$ cat src/rtl/ac_flush_sequencer.sv
// -----------------------------------------------------------------------------
// ac_flush_sequencer
//
// Termination controller for the arithmetic encoder. It counts finished
// symbols and, once the message ends (fixed symbol count reached or a forced
// end), stalls the encoder core. It then shifts the final code word out
// MSB-first over a valid/ready bit stream:
//   low[N], then e3_count copies of ~low[N], then low[N-1] .. low[0].
//
// Ports
//   sys_clk         rising-edge clock
//   sys_reset       asynchronous, active-low reset
//   sym_done        one-cycle pulse per finished symbol (low/e3_count valid)
//   low             encoder low register after the symbol (N+1 bits)
//   e3_count        pending underflow (E3) count after the symbol
//   force_end       pulse that ends the message early
//   enc_hold        stall to the encoder core while the flush is in progress
//   bit_out         serial code bit
//   bit_valid       bit_out is valid
//   bit_ready       downstream accepts the bit
//   bit_last        final bit of the message, qualified by bit_valid
//   terminate_flag  one-cycle pulse after the final bit is accepted
//   sym_count       symbols encoded in the current message
//
// NUM_SYMBOLS must lie in 1 .. 2**CNT_W-1.
// -----------------------------------------------------------------------------
module ac_flush_sequencer #(
  parameter int N           = 8,
  parameter int E3_W        = 7,
  parameter int NUM_SYMBOLS = 96,
  parameter int CNT_W       = 7
) (
  input  logic             sys_clk,
  input  logic             sys_reset,
  input  logic             sym_done,
  input  logic [N:0]       low,
  input  logic [E3_W-1:0]  e3_count,
  input  logic             force_end,
  output logic             enc_hold,
  output logic             bit_out,
  output logic             bit_valid,
  input  logic             bit_ready,
  output logic             bit_last,
  output logic             terminate_flag,
  output logic [CNT_W-1:0] sym_count
);

  // idx walks N-1 .. 0 through the remaining bits of low.
  localparam int IDX_W = (N > 1) ? $clog2(N) : 1;
  // Width able to address every bit of low_q without truncation.
  localparam int SEL_W = (N > 0) ? $clog2(N + 1) : 1;

  localparam logic [CNT_W-1:0] LAST_CNT = CNT_W'(NUM_SYMBOLS - 1);
  localparam logic [IDX_W-1:0] IDX_TOP  = IDX_W'(N - 1);
  localparam logic [E3_W-1:0]  REM_ONE  = E3_W'(1);

  typedef enum logic [2:0] {
    ST_RUN,
    ST_MSB,
    ST_E3,
    ST_REM,
    ST_DONE
  } state_t;

  state_t            state_reg;
  logic [N:0]        low_q;
  logic [E3_W-1:0]   e3_q;
  logic [E3_W-1:0]   rem_reg;
  logic [IDX_W-1:0]  idx_reg;

  logic              capture;
  logic              handshake;
  logic [IDX_W-1:0]  idx_dec;
  logic [SEL_W-1:0]  sel_dec;

  // The message ends on the symbol that brings the count to NUM_SYMBOLS, or
  // on a forced end (with or without a symbol in the same cycle). Only
  // acted on in RUN.
  assign capture   = force_end | (sym_done & (sym_count == LAST_CNT));
  assign handshake = bit_valid & bit_ready;

  // Next index of the remainder phase; only used when idx_reg > 0, so the
  // decrement never wraps in practice.
  assign idx_dec   = idx_reg - 1'b1;
  assign sel_dec   = SEL_W'(idx_dec);

  // Single FSM process. Every output is a register loaded for the state being
  // entered, so bit_valid never depends combinationally on bit_ready and
  // bit_out holds while a bit waits for acceptance.
  always_ff @(posedge sys_clk or negedge sys_reset) begin
    if (!sys_reset) begin
      state_reg      <= ST_RUN;
      low_q          <= '0;
      e3_q           <= '0;
      rem_reg        <= '0;
      idx_reg        <= '0;
      enc_hold       <= 1'b0;
      bit_out        <= 1'b0;
      bit_valid      <= 1'b0;
      bit_last       <= 1'b0;
      terminate_flag <= 1'b0;
      sym_count      <= '0;
    end else begin
      case (state_reg)
        ST_RUN: begin
          // A symbol arriving together with the end condition is still
          // counted, and its low/e3_count are the ones latched.
          if (sym_done) begin
            sym_count <= sym_count + 1'b1;
          end
          if (capture) begin
            low_q     <= low;
            e3_q      <= e3_count;
            state_reg <= ST_MSB;
            enc_hold  <= 1'b1;
            bit_valid <= 1'b1;
            bit_out   <= low[N];
            bit_last  <= 1'b0;
          end
        end

        ST_MSB: begin
          if (handshake) begin
            if (e3_q == '0) begin
              // No underflow bits pending: go straight to the remainder.
              state_reg <= ST_REM;
              idx_reg   <= IDX_TOP;
              bit_out   <= low_q[N-1];
              bit_last  <= (N == 1);
            end else begin
              state_reg <= ST_E3;
              rem_reg   <= e3_q;
              bit_out   <= ~low_q[N];
            end
          end
        end

        ST_E3: begin
          // bit_out already carries ~low_q[N]; only the count moves.
          if (handshake) begin
            if (rem_reg == REM_ONE) begin
              state_reg <= ST_REM;
              idx_reg   <= IDX_TOP;
              bit_out   <= low_q[N-1];
              bit_last  <= (N == 1);
            end else begin
              rem_reg <= rem_reg - 1'b1;
            end
          end
        end

        ST_REM: begin
          if (handshake) begin
            if (idx_reg == '0) begin
              state_reg      <= ST_DONE;
              bit_valid      <= 1'b0;
              bit_last       <= 1'b0;
              bit_out        <= 1'b0;
              terminate_flag <= 1'b1;
            end else begin
              idx_reg  <= idx_dec;
              bit_out  <= low_q[sel_dec];
              bit_last <= (idx_dec == '0);
            end
          end
        end

        ST_DONE: begin
          // One-cycle terminate pulse, then release the encoder core with
          // a fresh symbol count.
          state_reg      <= ST_RUN;
          terminate_flag <= 1'b0;
          enc_hold       <= 1'b0;
          sym_count      <= '0;
        end

        default: begin
          state_reg      <= ST_RUN;
          enc_hold       <= 1'b0;
          bit_valid      <= 1'b0;
          bit_last       <= 1'b0;
          bit_out        <= 1'b0;
          terminate_flag <= 1'b0;
        end
      endcase
    end
  end

endmodule

$ cat config.mk
export PLATFORM = sky130hd
export DESIGN_NAME = ac_flush_sequencer
export DESIGN_NICKNAME = d
export VERILOG_FILES = /design/src/rtl/ac_flush_sequencer.sv
export SDC_FILE = /design/constraint.sdc
export NUM_CORES = 1
export LEC_CHECK = 0
export CAP_MARGIN = 10
export CORE_MARGIN = 2
export CORE_UTILIZATION = 50
export CTS_CLUSTER_DIAMETER = 40
export DETAILED_ROUTE_END_ITERATION = 10
export PLACE_DENSITY = 0.84
export SETUP_SLACK_MARGIN = 0.3
export SYNTH_ARGS = -nofsm -noshare
export SYNTH_HDL_FRONTEND = slang
export SYNTH_SLANG_ARGS = --single-unit
$ cat constraint.sdc
create_clock -name sys_clk -period 3.84 [get_ports sys_clk]
set_input_delay 0.768 -clock sys_clk [delete_from_list [all_inputs] [get_ports sys_clk]]
set_output_delay 0.768 -clock sys_clk [all_outputs]
set_load 0.005 [all_outputs]
# Yosys cells after proc, flatten, opt, wreduce, memory -nomap -nowiden
# Index checks and enable logic that the tools add are counted.
[word_totals]
input_bits = 21
word_cells = 108
regBits = 41
output_inout_bits = 12
[op_classes]
reduce_logical = 20
magnitude_cmp = 1
n_eq_ne = 17
add_sub_neg = 3
n_bitwise = 8
muxes = 48
[op_table]
columns = ["cell", "n"]
rows = [
  ["3-bit 2-to-1 mux", 12],
  ["7-bit 2-to-1 mux", 5],
  ["7-bit one-hot mux with 2 select lines", 2],
  ["2-bit inequality test (second input constant)", 11],
  ["1-bit 2-to-1 mux", 21],
  ["7-bit AND reduction", 2],
  ["3-bit one-hot mux with 4 select lines", 1],
  ["6-bit AND reduction", 2],
  ["1-bit one-hot mux with 5 select lines", 2],
  ["3-bit logical NOT", 3],
  ["3-bit one-hot mux with 3 select lines", 1],
  ["3-bit OR reduction", 3],
  ["7-bit by 1-bit adder with 7-bit output (second input constant)", 1],
  ["7-bit by 1-bit == test with 1-bit output (second input constant)", 1],
  ["7-bit == test (second input constant)", 1],
  ["7-bit logical NOT", 1],
  ["7-bit by 1-bit subtractor with 7-bit output (second input constant)", 1],
  ["3-bit by 2-bit == test with 1-bit output (second input constant)", 2],
  ["2-bit AND reduction", 3],
  ["3-bit by 5-bit less-than comparator with 1-bit output (second input constant)", 1],
  ["1-bit inverter", 5],
  ["5-bit AND reduction", 1],
  ["1-bit one-hot mux with 2 select lines", 2],
  ["4-bit AND reduction", 1],
  ["other kinds (10)", 12],
]

# Depth between registers and ports, before layout
# Gate-level depths: netlist of the first run.
[logic_depth]
depth_word = 6
depth_mapped = 8
depth_no_buf = 7

# Worst setup path after synthesis of the first run
# Ideal clock, no wire load.
[synth_path]
kind = "register to register"
start = "register sym_count[0]"
end = "register bit_last"
arrival_ps = 1951
stages_incl_launch_ff = 8
setup_slack_ps = 1764
synth_period_minus_slack_ps = 2076
setup_ps = 125
cell_sequence = "dfrtp_1 > ha_1 > and4_4 > a41oi_4 > or4_1 > buf_6 > a21boi_1 > mux2_4"
[synth_via]
elab_chain_len = 5
[synth_lines]
columns = ["element", "line_no", "rtl"]
rows = [
  ["start, declared", "45", "output logic [CNT_W-1:0] sym_count"],
  ["start signal, assigned", "109", "sym_count <= sym_count + 1'b1;"],
  ["7-bit == test", "79", "assign capture = force_end | (sym_done & (sym_count == LAST_CNT));"],
  ["1-bit bitwise AND", "79", ""],
  ["1-bit OR", "79", ""],
  ["2-bit inequality test (no line)", "-", ""],
  ["7-bit AND reduction (no line)", "-", ""],
  ["end signal, assigned", "129", "bit_last <= (N == 1);"],
  ["end signal, assigned", "145", "bit_last <= (N == 1);"],
  ["end signal, assigned", "163", "bit_last <= (idx_dec == '0);"],
  ["end, declared", "43", "output logic bit_last,"],
]
# No other way between the ends.
# A chain may end at the register's enable or synchronous reset.

# Worst setup path after layout of the first run
[layout_path]
start = "input port sym_done"
end = "register low_q[1]"
[layout_via]
elab_chain_len = 3
[layout_lines]
columns = ["element", "line_no", "rtl"]
rows = [
  ["start, declared", "35", "input logic sym_done,"],
  ["1-bit bitwise AND", "79", ""],
  ["1-bit OR", "79", ""],
  ["2-bit AND reduction (no line)", "-", ""],
  ["end signal, assigned", "112", "low_q <= low;"],
  ["end, declared", "66", "logic [N:0] low_q;"],
]
# No other way between the ends.

==> results of run 1 <==
-- metal layers --
metal	track usage, %	part of all wire (%)	vias to the layer above	wire length, um
met5	0	0	-	0
met4	7.97	1.7	0	80
met3	4.27	4.5	10	211
met2	34.1	49	57	2300
met1	28.1	45	837	2100
li1	-	-	852	-
-- synthesized netlist by cell type (3+ instances only) --
cell      instances  area (um2)
clkbuf_1          5        18.8
mux2_2            8        90.1
nand3_1           9        45.0
nor3_1            8        40.0
nand2_1          16        60.1
o21ai_0          19        95.1
ha_1              6        75.1
dfrtp_1          41        1030
mux2_4            9         135
nand2b_1          3        18.8
nor2_1           16        60.1
a22o_1            5        43.8
inv_1            14        52.6
o22ai_1           3        18.8
a21oi_1           9        45.0
a31oi_1           4        25.0
-- how the worst max path moves through the flow --
| stage | endpoint | start | cells past startpoint | slack [ns] |
|---|---|---|---|---|
| 6_report | low_q[1] | sym_done | 5 | 1.24 |
| 5_1_grt | low_q[1] | sym_done | 5 | 1.17 |
| 4_1_cts | low_q[1] | sym_done | 5 | 1.23 |
| 3_5_place_dp | low_q[1] | sym_done | 5 | 0.92 |
| 3_3_place_gp | low_q[0] | sym_done | 5 | 0.99 |
| 2_1_floorplan | bit_last | sym_count[0] | 7 | 1.76 |
-- critical path, stage by stage --
cell and delay, ns:
clkdlybuf4s50_1 0.57, a41oi_4 0.16, or4_1 0.68, buf_4 0.30
mux2_4 0.30
-- layout make-up --
cell class / count / area [um2]
clock buffers: 7 / 96.3
clock inverters: 1 / 5.00
fillers: 359 / 1670
repair buffers: 33 / 323
inverters: 14 / 52.6
flip-flops and latches: 41 / 1030
multi-input cells: 153 / 1120
well taps: 52 / 65.1
-- cells by family after synthesis --
| kind of cell | count (synthesis) |
|---|---|
| AND/OR/NAND/NOR | 68 |
| XOR/XNOR | 3 |
| buffers and inverters | 22 |
| AO/OA/AOI/OAI | 55 |
| multiplexers | 21 |
| flip-flops | 41 |
| adder cells (fa/ha/maj) | 6 |
-- through the flow --
stage / util, % / hold slack, ns / total power (W) / instance area, um2
3_5_place_dp: 59.3 / 0.492 / 0.00153 / 2580
4_1_cts: 61.7 / 0.510 / 0.00185 / 2690
6_report: 61.7 / 0.510 / 0.00184 / 2690
2_1_floorplan: - / 0.472 / 0.00130 / 2250
3_3_place_gp: 59.3 / 0.486 / 0.00149 / 2580
5_1_grt: 61.7 / 0.538 / 0.00200 / 2690
-- report_power, final --
part / internal, W / switching [W]
clock network: 0.000163 / 0.000149
registers: 0.000603 / 0.000179
logic: 0.000401 / 0.000348
total: 0.00117 / 0.000676
==> metrics.txt, run 1 <==
status complete, no violations; IO Pins 33; synthesized net count 243; sequential area share after synthesis 45.6%; clock root buffer clkbuf_8; largest net degree at the start of global routing 42; commonest non-fill, non-tap cell in the layout dfrtp_1; Post-Synth XOR/XNOR Area 1.17%; area grow syn2layout 19.4%; mux cell area share after synthesis 12.9%; hold endpoint low_q[2]; final hold violations 0; Place WS 0.921 ns; vias in the first global route 1795; initial drt markers 147; Final nets 275; via count 1756; hold path cells 1; reg2reg start sym_count[0]; total track usage 21.1%; Initial Utilization 51.7%; std cell rows 24; crit end category flip-flop; R2R Setup Slk 1.40 ns; Cell Count, Final, Fillers Out 301; Clk Latency, worst-skew pair 0.29 ns; drt pass-1 iters 4; path category of the worst min-delay check flip-flop to flip-flop; Distinct cells, synth 47; vias per inst 5.83; kind of critical path primary input to flip-flop; Antenna Diode Count 0; skew final 0.00642 ns; global-route wire length before repair 8390 um; Worst Tran Pin Value 0.897 ns; # resized after CTS 0; hold buffer count at cts 0; YS warnings 0; peak supply drop 0.347 mV; Critical Path Source Type primary input; gpl congestion 0.810; ys flop type dfrtp_1; max reg flops 9; Synth Area in Simple Gates 15.3%; data required time of the worst path 4.02 ns; post-synthesis instance total 216; HPWL Detailed 3300 um; Synth Cell Area 2250 um2; Synth Area in Compound Gates 17.0%; normalized max-slew margin 40.2%; DRC 0; Post-Synth Adder-Cell Area 3.34%; Setup violations, final 0; clock-pin transition on the worst setup and hold timing paths 0.08 ns; die width 71.1 um; final WL 4700 um; Inst Count DP 293; die outline height 71.1 um; CTS tree built; GRT overflow 0; Wirelength per Cell 15.6 um; core area 4350 um2; CP arrival 2.78 ns; Max Slew Vio Count 0; Fin Setup TNS 0 ns; layout cells sized above 1 13.7%; I/O Buffers 32; highest-count cells in the layout ignoring fill and taps dfrtp_1 (41), clkdlybuf4s50_1 (31), o21ai_0 (19); fmax 384 MHz; clock buffer depth 2; max-cap violations 0; crit-path max FO 10; Post-CTS Setup Bufs 0; final critical-path required period 2.60 ns; CTS HTree Levels 2; final worst-path setup slack 1.24 ns; ys async rst share 100%; Final ANT Viol Nets 0; static leakage 1.21 nW; r2r worst-path depth 6; syn avg cell area 10.4 um2; largest register by flop count low_q; CTS sink count 41; worst hold path startpoint low_q[2]; Post-synth EDFFs 0; Synth Register Bits 41; Power Dens Cells 686 nW/um2; largest family of logic cells by synthesized area compound AO/OA/AOI/OAI gates; fin crit share 67.8%; terminus of the critical flop-to-flop path low_q[1]; RSZ-0062 raised after global routing no; CTS Buf Count 5; Die Area 5050 um2; antenna violations before repair 0
(Power assumes the default switching activity.)
==> run 2, diff against run 1 <==
--- a/config.mk
+++ b/config.mk
@@ -7,10 +7,10 @@
 export LEC_CHECK = 0
 export CAP_MARGIN = 10
 export CORE_MARGIN = 2
-export CORE_UTILIZATION = 50
+export CORE_UTILIZATION = 49
 export CTS_CLUSTER_DIAMETER = 40
 export DETAILED_ROUTE_END_ITERATION = 10
-export PLACE_DENSITY = 0.84
+export PLACE_DENSITY = 0.86
 export SETUP_SLACK_MARGIN = 0.3
 export SYNTH_ARGS = -nofsm -noshare
 export SYNTH_HDL_FRONTEND = slang
==> constraint.sdc (replaced) <==
create_clock -name sys_clk -period 2.2 [get_ports sys_clk]
set_input_delay 0.44 -clock sys_clk [delete_from_list [all_inputs] [get_ports sys_clk]]
set_output_delay 0.44 -clock sys_clk [all_outputs]
set_load 0.005 [all_outputs]
==> run 2 against run 1 <==
Against the previous run:
- register-to-register slack got worse by 1.2 ns
- via count grew 8.7%
- clock skew grew 0.0045 ns
- global-route usage increased by 1.0 points
- die area grew 1.9%
- non-clock buffer count increased by 24
- core utilization increased by 6.1 points
- combinational power rose by 120%
- power grew 97%
- clock power rose by 110%
- hold slack worse by 0.40 ns
- wire length rose by 12%
- critical path type is now flip-flop to flip-flop
- critical endpoint is now e3_q[0]
- largest power group is now combinational logic
==> metrics.txt, run 2 (same netlist as run 1, synthesis figures left out) <==
status complete, no violations; die width 71.8 um; Setup violations, final 0; HPWL Detailed 3610 um; CTS sink count 41; final hold violations 0; CTS HTree Levels 2; design area 2970 um2; fin crit share 89.8%; global-route wire length before repair 8990 um; Clk pwr share 17.6%; commonest non-fill, non-tap cell in the layout dfrtp_1; vias per inst 5.87; crit-path max FO 18; sw power 0.00132 W; Max Slew Vio Count 0; Die Area 5150 um2; total track usage 22.1%; Fin Hold WS 0.110 ns; clock-pin transition on the worst setup and hold timing paths 0.08 ns; area grow syn2layout 32.1%; Initial Utilization 51.3%; Wirelength per Cell 16.1 um; reg2reg start sym_count[0]; Antenna Diode Count 0; CTS tree built; die outline height 71.8 um; skew final 0.0109 ns; max reg flops 9; RSZ-0062 raised after global routing yes; highest-count cells in the layout ignoring fill and taps dfrtp_1 (40), clkdlybuf4s50_1 (31), buf_4 (24); fmax 506 MHz; Cell Count, Final, Fillers Out 325; largest register by flop count low_q; clock root buffer clkbuf_8; std cell rows 24; Final ANT Viol Nets 0; vias in the first global route 1940; initial drt markers 149; Reg power frac 36.8%; gpl congestion 0.841; Critical Path Source Type flip-flop; CTS Buf Count 5; via count 1909; static leakage 1.36 nW; Worst Tran Pin Value 0.536 ns; largest net degree at the start of global routing 23; max-cap violations 0; hold buffer count at cts 0; normalized max-slew margin 64.3%; Power Dens Cells 1220 nW/um2; GRT overflow 0; CP arrival 2.16 ns; Final nets 299; peak supply drop 0.657 mV; fillers 324; IO Pins 33; core area 4380 um2; DP Area 2730 um2; DRC 0; Total Power 0.00363 W; layout cells sized above 1 25.6%; Gate power share 45.6%; Switching Share 36.4%; Inst Count DP 309; kind of critical path flip-flop to flip-flop; internal power 0.00231 W; drt pass-1 iters 4; clock buffer depth 2; crit end category flip-flop; Clk Latency, worst-skew pair 0.30 ns; Worst Setup SP sym_count[0]; antenna violations before repair 0; final WL 5240 um; path category of the worst min-delay check primary input to async pin; final critical-path required period 1.97 ns; data required time of the worst path 2.38 ns; I/O Buffers 32
-- run 2: cell count changes in the layout (fill, tap and decap cells not counted), sizes merged --
cell,previous run,this run
clkinv,1,0
bufinv,0,1
buf,2,26
-- run 2: worst paths after layout --
kind / endpoint / slack (ns) / depth (start not counted)
worst min-delay path: rem_reg[5] / 0.11 / 1
worst max register to register: e3_q[0] / 0.23 / 6
min in group sys_clk: low_q[3] / 0.52 / 1
worst min register to register: low_q[3] / 0.52 / 1
worst max-delay path: e3_q[0] / 0.23 / 6
max in group asynchronous: low_q[2] / 1.54 / 2
-- run 2: critical path: stages, from the launching register on --
cell and delay, ns:
dfrtp_1 0.36, ha_2 0.19, and4_4 0.23, a41oi_4 0.12
or4_4 0.47, buf_12 0.18, mux2_4 0.30
-- run 2: per-layer routing --
metal / GRT usage [%] / wire, um
met2: 36.8 / 2570
met1: 29.4 / 2320
met5: 0 / 0
met3: 4.50 / 275
met4: 6.08 / 70
-- run 2: area by class of cell --
type	count	area, um2	area share [%]
multi-input cells	153	1190	40.2
repair buffers	57	515	17.3
clock inverters	1	30.0	1.01
well taps	52	65.1	2.19
inverters	14	52.6	1.77
flip-flops and latches	41	1030	34.6
clock buffers	7	86.3	2.91
-- run 2: through the flow --
step                      TNS (ns)  setup WS [ns]  utilization [%]
after floorplan                  0          0.130                -
after global placement     -0.0286       -0.00384             62.3
after detailed placement    -0.334        -0.0353             62.3
after CTS                        0          0.230             66.6
after global routing             0          0.175             67.8
final                            0          0.225             67.8
-- run 2: timing repair --
| action | CTS | global route |
|---|---|---|
| gates cloned | 0 | 0 |
| endpoints found under the setup margin | 26 | 28 |
| buffers inserted | 6 | 2 |
| pin swaps | 1 | 1 |
| gates resized for setup | 6 | 7 |
-- run 2: power by group through the flow --
stage	clock (W)	combinational, W	sequential (W)
after global routing	0.000677	0.00183	0.00138
after CTS	0.000648	0.00158	0.00131
after detailed placement	0	0.00147	0.00133
after global placement	0	0.00142	0.00131
final	0.000639	0.00165	0.00133
after floorplan	0	0.00104	0.00126
==> run 3, diff against run 2 <==
--- a/config.mk
+++ b/config.mk
@@ -6,10 +6,12 @@
 export NUM_CORES = 1
 export LEC_CHECK = 0
 export CAP_MARGIN = 10
+export CORE_ASPECT_RATIO = 0.7
 export CORE_MARGIN = 2
 export CORE_UTILIZATION = 49
 export CTS_CLUSTER_DIAMETER = 40
 export DETAILED_ROUTE_END_ITERATION = 10
+export GPL_ROUTABILITY_DRIVEN = 0
 export PLACE_DENSITY = 0.86
 export SETUP_SLACK_MARGIN = 0.3
 export SYNTH_ARGS = -nofsm -noshare
==> run 3 against run 2 <==
Against the previous run:
- setup slack worse by 0.0068 ns
- core utilization is 1.2 points lower
- clock-buffer cell count stayed put
- sequential power hardly changed
- cell area is 1.9% lower
- non-clock buffer count is 4 lower
- first-iteration DRC count is 33% higher
- clock power is 2% lower
- die area is 0.17% higher
- power is 3.0% lower
- combinational power is 5% lower
- clock skew is 0.0027 ns lower
- critical path type unchanged
- highest routed layer unchanged
==> metrics.txt, run 3 (same netlist as run 1, synthesis figures left out) <==
max reg flops 9; GR Layer Usage met2 32.5%; I/O Buffers 32; crit end category flip-flop; Initial Utilization 51.4%; initial drt markers 198; GR Layer Usage met1 29.5%; status complete, no violations; R2R Setup Slk 0.22 ns; highest-count cells in the layout ignoring fill and taps dfrtp_1 (40), clkdlybuf4s50_1 (31), buf_4 (20); terminus of the critical flop-to-flop path low_q[1]; antenna violations before repair 0; final critical-path required period 1.98 ns; CTS sink count 41; normalized max-slew margin 66.3%; Cell Count, Final, Fillers Out 324; area grow syn2layout 29.5%; GRT busiest layer met2; Final ANT Viol Nets 0; core area 4380 um2; Fin Hold WS 0.0170 ns; r2r worst-path depth 6; HPWL Detailed 3510 um; vias per inst 5.65; CTS HTree Levels 2; DRC 0; die width 85.0 um; path category of the worst min-delay check primary input to async pin; global-route wire length before repair 8290 um; Worst Setup SP sym_count[0]; clock root buffer clkbuf_8; layout cells sized above 1 23.4%; crit-path max FO 18; Final nets 295; fillers 347; static leakage 1.32 nW; GRT overflow 0; drt pass-1 iters 4; Fin Setup TNS 0 ns; Die Area 5160 um2; fmax 505 MHz; skew final 0.00817 ns; clock buffer depth 2; final hold violations 0; CP Capture Point low_q[1]; hold buffer count at cts 0; Max Slew Vio Count 0; fin crit share 90.1%; data required time of the worst path 2.38 ns; RSZ-0062 raised after global routing yes; total track usage 20.8%; kind of critical path flip-flop to flip-flop; DP Area 2720 um2; IO Pins 33; commonest non-fill, non-tap cell in the layout dfrtp_1; std cell rows 20; Setup violations, final 0; CTS tree built; Clk Latency, worst-skew pair 0.30 ns; reg2reg start sym_count[0]; largest net degree at the start of global routing 19; via count 1832; Wirelength per Cell 15.0 um; design area 2910 um2; Power Dens Cells 1210 nW/um2; CTS Buf Count 5; CP arrival 2.16 ns; Worst Tran Pin Value 0.504 ns; final WL 4850 um; Critical Path Source Type flip-flop; peak supply drop 0.657 mV; Inst Count DP 310; die outline height 60.7 um; Antenna Diode Count 0; largest register by flop count low_q; clock-pin transition on the worst setup and hold timing paths 0.08 ns; met3 Use GR 5.44%; vias in the first global route 1777; max-cap violations 0
run 3: critical path, stage by stage, from the launching register on:
cell and delay, ns:
dfrtp_1 0.36, ha_2 0.18, and4_4 0.23, a41oi_4 0.13
or4_4 0.47, buf_12 0.19, mux2_4 0.30
run 3: layer usage:
layer / part of all wire (%) / routed length, um
met3: 6.4 / 311
met5: 0 / 0
met2: 45 / 2160
met1: 48 / 2340
met4: 0.72 / 35
run 3: layout make-up:
| cell class | instances | area, um2 | area share [%] |
|---|---|---|---|
| multi-input combinational | 153 | 1160 | 39.9 |
| inverter | 14 | 52.6 | 1.80 |
| timing repair buffer | 53 | 485 | 16.7 |
| clock buffer | 7 | 86.3 | 2.96 |
| clock inverter | 1 | 30.0 | 1.03 |
| sequential | 41 | 1030 | 35.3 |
| tap | 55 | 68.8 | 2.36 |
run 3: worst min-delay path by stage:
stage	start	slack, ns	end
3_3_place_gp	sys_reset	0.33	e3_q[2]
4_1_cts	sys_reset	0.02	low_q[7]
5_1_grt	sys_reset	0.01	e3_q[2]
3_5_place_dp	sys_reset	0.34	e3_q[2]
6_report	sys_reset	0.02	low_q[7]
2_1_floorplan	sys_reset	0.14	bit_last
run 3: stage by stage:
step / utilization, % / setup WS (ns) / power [W]
final: 66.5 / 0.218 / 0.00352
after global routing: 66.5 / 0.152 / 0.00379
after CTS: 66.0 / 0.212 / 0.00350
after detailed placement: 62.1 / -0.0576 / 0.00279
after global placement: 62.1 / -0.0218 / 0.00273
after floorplan: - / 0.130 / 0.00229
run 3: timing repair:
item                       4_1_cts  5_1_grt
buffers inserted                 5        1
pin swaps                        2        1
gates resized for setup          4        3
setup endpoints to repair       22       28
run 3: power by group:
group          switching [W]  internal, W
registers           0.000266      0.00105
logic               0.000720     0.000851
clock network       0.000258     0.000370
total                0.00124      0.00228
